===== src/rtl/seg7_pkg.sv =====
`default_nettype none
// ============================================================================
// Module      : seg7_pkg
// Description : Shared constants for the seven-segment scanner: hex-to-segment
//               table (active-low, bit 7 = dp) and the all-off patterns.
// Revision    : 1.0 - initial release
// ============================================================================
package seg7_pkg;

    localparam logic [7:0] SEG_BLANK = 8'hFF;
    localparam logic [7:0] AN_OFF    = 8'hFF;

    // Entry n is the active-low pattern for hex digit n, dp bit left dark.
    localparam logic [15:0][7:0] c_HEX_SEG = {
        8'h8E, 8'h86, 8'hA1, 8'hC6, 8'h83, 8'h88, 8'h90, 8'h80,
        8'hF8, 8'h82, 8'h92, 8'h99, 8'hB0, 8'hA4, 8'hF9, 8'hC0
    };

endpackage
`default_nettype wire


===== src/rtl/seg7_scan_driver_hex7seg.sv =====
`default_nettype none
// ============================================================================
// Module      : hex7seg
// Description : Combinational nibble to active-low 7-segment (g..a) decoder.
// Revision    : 1.0 - initial release
// ============================================================================
module hex7seg
    import seg7_pkg::*;
(
    input  logic [3:0] i_nibble,
    output logic [6:0] o_seg
);

    logic [7:0] w_pattern;

    assign w_pattern = c_HEX_SEG[i_nibble];
    assign o_seg     = w_pattern[6:0];

endmodule
`default_nettype wire


===== src/rtl/seg7_scan_driver.sv =====
`default_nettype none
// ============================================================================
// Module      : seg7_scan_driver
// Description : Eight-digit multiplexed 7-segment scanner with per-frame data
//               snapshot, leading-zero blanking and registered outputs.
// Revision    : 1.0 - initial release
// ============================================================================
module seg7_scan_driver
    import seg7_pkg::*;
#(
    parameter int CLK_DIV = 100000
) (
    input  logic        clk,
    input  logic        rst,
    input  logic [31:0] data,
    input  logic        hold,
    input  logic        blank_lz,
    input  logic [7:0]  dp_mask,
    output logic [7:0]  AN,
    output logic [7:0]  SEG,
    output logic        frame_done
);

    localparam int                 c_DIV_W    = (CLK_DIV > 1) ? $clog2(CLK_DIV) : 1;
    localparam logic [c_DIV_W-1:0] c_DIV_LAST = c_DIV_W'(CLK_DIV - 1);

    logic [c_DIV_W-1:0] r_div;
    logic [2:0]         r_digit;
    logic [31:0]        r_shadow;

    logic               w_div_tc;
    logic               w_frame_start;
    logic [3:0]         w_nibble;
    logic [6:0]         w_seg7;
    logic [7:0]         w_zero_from;
    logic               w_blank;
    logic [7:0]         w_seg_next;

    assign w_div_tc      = (r_div == c_DIV_LAST);
    assign w_frame_start = w_div_tc && (r_digit == 3'd7);
    assign w_nibble      = r_shadow[{r_digit, 2'b00} +: 4];

    hex7seg u_hex7seg (
        .i_nibble (w_nibble),
        .o_seg    (w_seg7)
    );

    // w_zero_from[i]: nibbles 7..i of the snapshot are all zero.
    for (genvar gi = 0; gi < 8; gi++) begin : g_lz
        assign w_zero_from[gi] = ~|r_shadow[31:4*gi];
    end

    assign w_blank    = blank_lz && (r_digit != 3'd0) && w_zero_from[r_digit];
    assign w_seg_next = w_blank ? SEG_BLANK : {~dp_mask[r_digit], w_seg7};

    always_ff @(posedge clk) begin
        if (rst) begin
            r_div      <= '0;
            r_digit    <= 3'd0;
            r_shadow   <= 32'd0;
            AN         <= AN_OFF;
            SEG        <= SEG_BLANK;
            frame_done <= 1'b0;
        end else begin
            r_div <= w_div_tc ? '0 : r_div + 1'b1;
            if (w_div_tc) begin
                r_digit <= r_digit + 3'd1;
            end
            // Snapshot lands together with digit 0, so a frame never tears.
            if (w_frame_start && !hold) begin
                r_shadow <= data;
            end
            frame_done <= w_frame_start;
            AN         <= ~(8'd1 << r_digit);
            SEG        <= w_seg_next;
        end
    end

endmodule
`default_nettype wire


===== config.mk =====
export PLATFORM = sky130hd
export DESIGN_NAME = seg7_scan_driver
export DESIGN_NICKNAME = d
export VERILOG_FILES = /design/src/rtl/seg7_pkg.sv /design/src/rtl/seg7_scan_driver_hex7seg.sv /design/src/rtl/seg7_scan_driver.sv
export SDC_FILE = /design/constraint.sdc
export NUM_CORES = 1
export LEC_CHECK = 0
export ABC_AREA = 1
export CORE_UTILIZATION = 45
export DETAILED_ROUTE_END_ITERATION = 10
export GPL_TIMING_DRIVEN = 0
export HOLD_SLACK_MARGIN = 0.15
export PLACE_DENSITY = 0.79
export SLEW_MARGIN = 20
export SYNTH_ARGS = -nofsm -noshare
export SYNTH_HDL_FRONTEND = slang
export SYNTH_SLANG_ARGS = --single-unit
export TNS_END_PERCENT = 1

===== constraint.sdc =====
create_clock -name clk -period 2.2 [get_ports clk]
set_clock_uncertainty 0.05 [all_clocks]
set_input_delay 0.44 -clock clk [delete_from_list [all_inputs] [get_ports clk]]
set_output_delay 0.44 -clock clk [all_outputs]
set_load 0.005 [all_outputs]

# ---- Yosys cells after proc, flatten, opt, wreduce, memory -nomap -nowiden
# Memory sizes are Yosys's and may differ from the RTL's. A register that Yosys moved wholly into a read port is not among the register bits.
# Cells that the tools add are included.
# Widths: inputs -> output; s select.
dict set report word_totals {
  register_bits 69
  mem_bits_ro 128
  inputBits 44
  out_inout_bits 17
  word_cells 46
  memories 1
}
# memory words width rd rd_clocked_by_memory_dff wr line_no
set mem_list {}
lappend mem_list {{(name not given)} 16 8 1 1 0 seg7_scan_driver_hex7seg.sv:16} ;# assign w_pattern = c_HEX_SEG[i_nibble];
dict set report op_classes {
  addsub 2
  magnitude_cmp 2
  eq_ne 2
  shift 2
  n_mux 5
  bitwise_logic 2
  reduce_logical 24
}
# operator count
set op_table {}
lappend op_table {{$reduce_or 32->1} 1}
lappend op_table {{$shiftx 32x6->4} 1}
lappend op_table {{$reduce_or 28->1} 1}
lappend op_table {{$reduce_or 24->1} 1}
lappend op_table {{$reduce_or 20->1} 1}
lappend op_table {{$add 17x1->17 const B} 1}
lappend op_table {{$eq 17x17->1 const B} 1}
lappend op_table {{$reduce_or 16->1} 1}
lappend op_table {{$reduce_or 12->1} 1}
lappend op_table {{$logic_not 1->1} 9}
lappend op_table {{$not 8->8} 1}
lappend op_table {{$reduce_or 8->1} 1}
lappend op_table {{$shl 1x3->8 const A} 1}
lappend op_table {{$mux 7} 1}
lappend op_table {{$bmux 1 s3} 2}
lappend op_table {{$lt 4x5->1 const B} 1}
lappend op_table {{$logic_and 1x1->1} 4}
lappend op_table {{$lt 3x4->1 const B} 1}
lappend op_table {{$reduce_or 2->1} 2}
lappend op_table {{$reduce_or 4->1} 1}
lappend op_table {{$add 3x1->3 const B} 1}
lappend op_table {{$eq 3x3->1 const B} 1}
lappend op_table {{$reduce_bool 3->1} 1}
lappend op_table {{$mux 1} 2}
lappend op_table {{$not 1->1} 1}

# ---- Depth between registers and ports, before layout
# Gate-level depths: netlist (run 1).
dict set report depth {
  word_depth 6
  ltp_mapped 14
  depth_no_buf 13
}

# ---- Hierarchy
# From an unflattened synthesis (run 1), not the netlist that was laid out.
dict set report unflattened {
  cells_unflattened 549
  hier_area_um2 3568.4
}
# module n_inst cells_each area_per_inst_um2 seq_area_each_um2
set by_module_without_submodules {}
lappend by_module_without_submodules {seg7_scan_driver 1 500 3294.4 1381.3}
lappend by_module_without_submodules {hex7seg 1 49 274.0 0.0}

# ---- Worst setup path before layout (run 1)
# OpenSTA, ideal clock, no wires.
dict set report synth_timing {
  kind {reg2reg}
  startpoint {register r_digit[1]}
  endpoint {register SEG[3]}
  setup_time_ps 120
  t_arrival_ps 1647
  required_time_ps 2030
  slack_ps 383
  path_stages_with_launch 14
  n_path_buf 1
  synth_period_minus_slack_ps 1817
  path_cell_list {dfxtp_1 -> clkinv_1 -> buf_2 -> nand3_1 -> nand3_1 -> nand2_1 -> inv_1 -> ha_1 -> nand3_1 -> nand2_1 -> nand2_1 -> nand2_1 -> inv_1 -> nand2_1}
}
dict set report synth_between {
  elab_chain_len 4
  word_cells_on_any_way 7
  cone_classes {shift (1); mux (2); reduce/logical (4)}
}
# item line_no
set synth_rtl {}
lappend synth_rtl {{from (decl)} seg7_scan_driver.sv:28} ;# logic [2:0] r_digit;
lappend synth_rtl {{from (signal assigned)} seg7_scan_driver.sv:67} ;# r_digit <= r_digit + 3'd1;
lappend synth_rtl {{$bmux 1 s3 / $reduce_bool 3->1 (equally long branches)} seg7_scan_driver.sv:53} ;# assign w_blank = blank_lz && (r_digit != 3'd0) && w_zero_from[r_digit];
lappend synth_rtl {{$mux 1 (not written as such) / $logic_and 1x1->1 (equally long branches)} seg7_scan_driver.sv:53}
lappend synth_rtl {{$logic_and 1x1->1} seg7_scan_driver.sv:53}
lappend synth_rtl {{$reduce_or 2->1 (no source line)} n/a}
lappend synth_rtl {{to (decl)} seg7_scan_driver.sv:20} ;# output logic [7:0] SEG,
# Parallel ways exist; a longest one is shown, timed or not. The select of a mux whose other input is x is not followed.
# A chain may end at the register's enable or synchronous reset.

# ---- Worst setup path after layout (run 1)
dict set report layout_timing {
  startpoint {register r_digit[0]}
  endpoint {register SEG[3]}
}
# Same word-level chain as after synthesis.

==> flow_summary.toml, run 1 <==
[global_routing]
grt-ovfl-total = 0
antenna_found_initial = 0
grt_pass1_wl_mm = 14.6
grtUsageTotal_pct = 22.0
grt_max_degree = 13
first_global_vias = 3191

[floorplan]
dieArea_um2 = 8290
fp.coreArea_um2 = 7690
initial_core_util_pct = 46.4
rows = 32
fp.dieW_um = 91.1
die-height_um = 91.1
ios = 61

[critical_path]
r2r-start = "r_digit[0]"
critPathRequiredTime_ns = 2.37
crit_fanout = 11
path_class = "reg2reg"
critPathLaunch = "r_digit[0]"
endpoint_kind = "register"
critPathArrivalTime_ns = 2.19
cp-start-kind = "register"

[clock_tree]
h-tree-depth = 3
clock_latency_ns = 0.34
clk_pin_slew_ns = 0.07
clockBufferDepth = 2
clockRootBuffer = "clkbuf_8"
cts_tree = "built"
cts_buffers = 9
cts.sinks = 69
cts_setup_buffers = 0

[sta]
setup-violations-final = 0
timing.final.hold_violations = 0
timing.final.crit_period_ns = 2.03
tns_ns = 0
fin_crit_sh_pct = 92.1
worst_slew_pin_slew_ns = 0.509
fin_hold_ws_ns = 0.395
grt_setup_unrepaired = "false"
fmax_ghz = 0.493
relSlewSlack_pct = 66.0
slew_viol_final = 0

[pwr]
power_frac_seq_pct = 48.1
swShare_pct = 20.0
pwr-share-clk_pct = 46.7
leakage_uw = 0.00231
p_comb_share_pct = 5.2
switching_power_uw = 526
p_int_uw = 2100
peakVddDrop_v = 0.000279
p_total_uw = 2630
power.density_nw_per_um2 = 578

[cells_and_area]
diodes = 0
final_area_um2 = 4550
multi_input_area_um2 = 1860
drive_gt1_share_pct = 6.76
area_growth_pct = 27.4
regArea_um2 = 1380
n_fill_cell = 744
final_nets = 688

[synth]
yosys_warnings = 0
avgSynthCellArea_um2 = 6.37
synthesis.area_um2 = 3570
yosys_register_bits = 69
ys_types = 31
synthFlopType = "dfxtp_1"
synth_area_leader_cell = "dfxtp_1"
synth_common_cells = "nand2_1, nor2_1, dfxtp_1"
synth_top_area_share_pct = 38.7
synthTopCellsByArea = "dfxtp_1, nand2_1, nor2_1"
post-synth-top-count-cell = "nand2_1"
async_flop_share_pct = 0
ys_seq_area_share_pct = 38.7
syn_inst = 560
synth_fp_nets = 617
synth_edf_count = 0

[route]
drt_iter0_markers = 189
vias = 3479
remaining_drc_errors = 0
antenna_left = 0
viasPerCell = 4.71
firstDrtPassIters = 4
routed_wl_mm = 8.54
wl_per_cell_um = 11.6

[run_status]
status = "complete, no violations"

[placement]
gp_congestion = 0.919
place_area_um2 = 4300
port_buffers = 60
dp_hpwl_mm = 6.49

[flow_run]
drv_cap = 0

[hold_path]
hold_path_class = "reg2reg"
hp-start = "r_div[0]"
placed cells by master, fill, tap and decap left out, types with 5 or more instances in the layout:
cell / instances
o21ai_0: 12
a21oi_1: 13
buf_2: 9
nor2_1: 103
clkbuf_8: 9
nand2_1: 199
clkdlybuf4s50_1: 60
clkbuf_1: 5
dfxtp_1: 67
nor3_1: 5
ha_1: 13
nand3_1: 45
inv_1: 54
layer usage:
| layer | vias up | track usage [%] | share of wire [%] |
|---|---|---|---|
| met4 | 0 | 7.28 | 1.5 |
| met3 | 11 | 3.94 | 4.5 |
| met5 | - | 0 | 0 |
| li1 | 1852 | - | - |
| met2 | 80 | 36.8 | 46 |
| met1 | 1536 | 28.5 | 48 |
power by group through the flow:
stage	clock (uW)	combinational, uW	sequential (uW)
detailed placement	0	137	1290
global placement	0	135	1290
CTS	1250	138	1270
finish	1230	137	1270
global route	1320	148	1270
floorplan	0	30.9	1290
worst paths after layout:
| check | endpoint | cells past startpoint | slack (ns) |
|---|---|---|---|
| worst min-delay path | r_div[0] | 1 | 0.39 |
| worst min register to register | r_div[0] | 1 | 0.39 |
| worst max register to register | SEG[3] | 14 | 0.17 |
| worst max-delay path | SEG[3] | 14 | 0.17 |
layout make-up:
cell class	instances	share of cell area [%]
multi-input combinational	413	41.0
sequential	69	30.4
timing repair buffer	60	13.2
inverter	59	4.90
clock buffer	10	2.81
tap	102	2.81
clock inverter	6	2.45
buffer	19	2.42
registers in the layout (all words and copies together), names as in the netlist:
register / flops
SEG: 8
r_digit: 3
r_shadow: 32
AN: 8
frame_done: 1
r_div: 17
worst max-delay path: stages, from the launching register on:
cell and delay, ns:
dfxtp_2 0.36, inv_2 0.08, buf_2 0.26, nand2_1 0.08, nand3_1 0.08, nand3_1 0.12
nand2_2 0.15, inv_1 0.09, ha_1 0.22, nand3_1 0.14, nand2_1 0.07, nand2_1 0.06
nand2_1 0.05, inv_1 0.05, nand2_1 0.04
kinds of logic (layout without fill, tap and decap cells):
group	Yosys count	in the layout	share of synthesized area, %
DFF	69	69	38.7
xor gates and xnor gates	5	5	1.23
AOI/OAI and AO/OA	29	29	4.42
adders and majority gates	13	13	4.56
buffers and inverters	78	154	9.18
and+or+nand+nor	366	366	41.9
per-stage QoR:
stage	util, %	setup WS [ns]	std cells
global placement	55.9	-0.00598	722
floorplan	-	0.383	560
global route	59.1	0.0120	738
detailed placement	55.9	-0.0255	722
CTS	59.0	0.0417	738
finish	59.1	0.173	738
repair_timing:
item	4_1_cts	5_1_grt
cloned	0	0
hold buffers	0	0
endpoints found under the hold margin	0	0
resized for setup	1	6
endpoints found under the setup margin	3	6
Note: power is estimated with default switching activity, not from simulation.
==> run 2: changes to the inputs <==
--- a/config.mk
+++ b/config.mk
@@ -11,7 +11,6 @@
 export GPL_TIMING_DRIVEN = 0
 export HOLD_SLACK_MARGIN = 0.15
 export PLACE_DENSITY = 0.79
-export SLEW_MARGIN = 20
 export SYNTH_ARGS = -nofsm -noshare
 export SYNTH_HDL_FRONTEND = slang
 export SYNTH_SLANG_ARGS = --single-unit
==> results of run 2 <==
No change in the layout: final DEF, timing and power equal those of run 1.
==> run 3: changes to the inputs <==
--- a/config.mk
+++ b/config.mk
@@ -7,10 +7,12 @@
 export LEC_CHECK = 0
 export ABC_AREA = 1
 export CORE_UTILIZATION = 45
+export CTS_CLUSTER_DIAMETER = 200
 export DETAILED_ROUTE_END_ITERATION = 10
+export DONT_BUFFER_PORTS = 1
 export GPL_TIMING_DRIVEN = 0
 export HOLD_SLACK_MARGIN = 0.15
-export PLACE_DENSITY = 0.79
+export PLACE_DENSITY = 0.69
 export SYNTH_ARGS = -nofsm -noshare
 export SYNTH_HDL_FRONTEND = slang
 export SYNTH_SLANG_ARGS = --single-unit
==> run 3 against run 2 <==
Effect of this change:
- non-clock buffer count is 60 lower
- register-to-register slack better by 0.02 ns
- sequential cell count did not move
- final cell count decreased by 8.1%
- sequential power is essentially flat
==> flow_summary.toml, run 3 (synthesis gave the netlist of run 1 again) <==
[flow_run]
drv_cap = 0

[critical_path]
endpoint_kind = "register"
endpoint = "SEG[3]"
slowest_stage = "dfxtp_1"
worstPathCellList = "inv_2 -> buf_2 -> nand3_1 -> nand3_1 -> nand2_1 -> ha_1 -> nand3_1 -> nand3_1 -> nand2_1 -> inv_1 -> nand2_1"
crit_fanout = 11
critical_path.max_stage_delay_ns = 0.36
critPathLaunch = "r_digit[1]"
critPathArrivalTime_ns = 2.20
rrSetupSlack_ns = 0.19
path_delay_family = "simple AND/OR/NAND/NOR gates"
critPathRequiredTime_ns = 2.39
worst-path-stages = 11
r2r-start = "r_digit[1]"
cp-start-kind = "register"
path_class = "reg2reg"
timing.rr.end = "SEG[3]"
crit_buf_inv = 3
worst_path_most_repeated_cell = "nand3_1"
reg2reg_depth = 11

[global_routing]
met2_usage_pct = 33.5
first_global_vias = 3111
antenna_found_initial = 0
grtUsageTotal_pct = 20.8
grt_util_met3_pct = 6.45
grtUsageMet1_pct = 25.2
grt_pass1_wl_mm = 13.6
grt_max_degree = 14
top_usage_layer = "met2"
grt-ovfl-total = 0

[clock_tree]
clockRootBuffer = "clkbuf_8"
cts.sinks = 69
cts_setup_buffers = 0
clockBufferDepth = 2
h-tree-depth = 3
clock_latency_ns = 0.35
cts_buffers = 9
clk_pin_slew_ns = 0.08
cts_tree = "built"

[cells_and_area]
area_growth_pct = 8.76
final_nets = 628
mostFrequentLayoutCells = "nand2_1, nor2_1, dfxtp_1"
largest_reg_flops = 32
top_register = "r_shadow"
final_area_um2 = 3880
diodes = 0
drive_gt1_share_pct = 7.47
reg_top3 = "r_shadow x32, r_div x17"
mostFrequentLayoutCell = "nand2_1"

[sta]
layout_setup_ws_ns = 0.193
setup-violations-final = 0
slew_viol_final = 0
fmax_ghz = 0.498
grt_setup_unrepaired = "false"
timing.final.crit_period_ns = 2.01
worst_slew_pin_slew_ns = 0.511
tns_ns = 0
timing.final.hold_violations = 0
fin_crit_sh_pct = 91.2
relSlewSlack_pct = 65.9
fin_hold_ws_ns = 0.167

[pwr]
swShare_pct = 24.4
p_int_uw = 1680
power.density_nw_per_um2 = 573
power_frac_seq_pct = 56.9
peakVddDrop_v = 0.000294
leakage_uw = 0.00204
switching_power_uw = 543
pwr-share-clk_pct = 41.2
p_comb_share_pct = 1.8
p_total_uw = 2230

[placement]
dp_hpwl_mm = 6.16
port_buffers = 0
gp_congestion = 0.926
pre_cts_slack_ns = 0.0144
place_area_um2 = 3700

[floorplan]
ios = 61
die-height_um = 91.1
rows = 32
initial_core_util_pct = 46.4
fp.coreArea_um2 = 7690
fp.dieW_um = 91.1
dieArea_um2 = 8290

[run_status]
status = "complete, no violations"

[route]
drt_iter0_markers = 158
vias = 3317
wl_per_cell_um = 12.0
antenna_left = 0
viasPerCell = 4.89
remaining_drc_errors = 0
firstDrtPassIters = 5
routed_wl_mm = 8.12

[hold_path]
whs_path_depth = 2
hold_path_class = "in2reg"
run 3: changes by cell type in the layout (fill, tap and decap cells not counted), sizes merged:
cell	change
clkinvlp	+1
buf	-1
bufinv	-3
clkinv	+1
clkdlybuf4s50	-60
inv	+2
run 3: repair_timing:
action                                  in CTS  in global routing
hold buffers                                 0                  0
endpoints found under the setup margin       0                  7
gates resized for setup                      0                  7
run 3: how the worst min path moves through the flow:
stage	from	end
after detailed placement	r_div[0]	r_div[0]
after CTS	rst	AN[1]
after global routing	rst	AN[1]
after global placement	r_div[0]	r_div[0]
after floorplan	r_div[0]	r_div[0]
final	rst	AN[1]
run 3: worst reg2reg max path, cell delays in order, from the launching register on:
cell and delay [ns]:
dfxtp_1 0.36, inv_2 0.15, buf_2 0.27, nand3_1 0.13, nand3_1 0.09, nand2_1 0.15, ha_1 0.32, nand3_1 0.12
nand3_1 0.11, nand2_1 0.05, inv_1 0.04, nand2_1 0.04
run 3: metal layers:
metal  part of all wire, %  wire [um]
met5                     0          0
met2                    44       3540
met3                   7.1        574
met4                   2.5        205
met1                    47       3800
run 3: final cells by class:
cell class                 count  area [um^2]
fill                         780         3800
multi-input combinational    413         1860
sequential                    69         1380
inverter                      59          221
tap                          102          128
clock buffer                   9          124
buffer                        19          113
clock inverter                 7         51.3
run 3: power by group through the flow:
| stage | Sequential, uW | Combinational [uW] | Clock, uW |
|---|---|---|---|
| global placement | 1300 | 40.3 | 0 |
| CTS | 1270 | 41.4 | 949 |
| detailed placement | 1300 | 41.3 | 0 |
| finish | 1270 | 41.0 | 918 |
| floorplan | 1290 | 30.9 | 0 |
| global route | 1270 | 48.4 | 999 |
run 3: per-stage QoR:
stage	std cells	utilization (%)
final	678	50.5
after global routing	678	50.5
after CTS	678	50.4
after detailed placement	662	48.1
after global placement	662	48.1
after floorplan	560	-
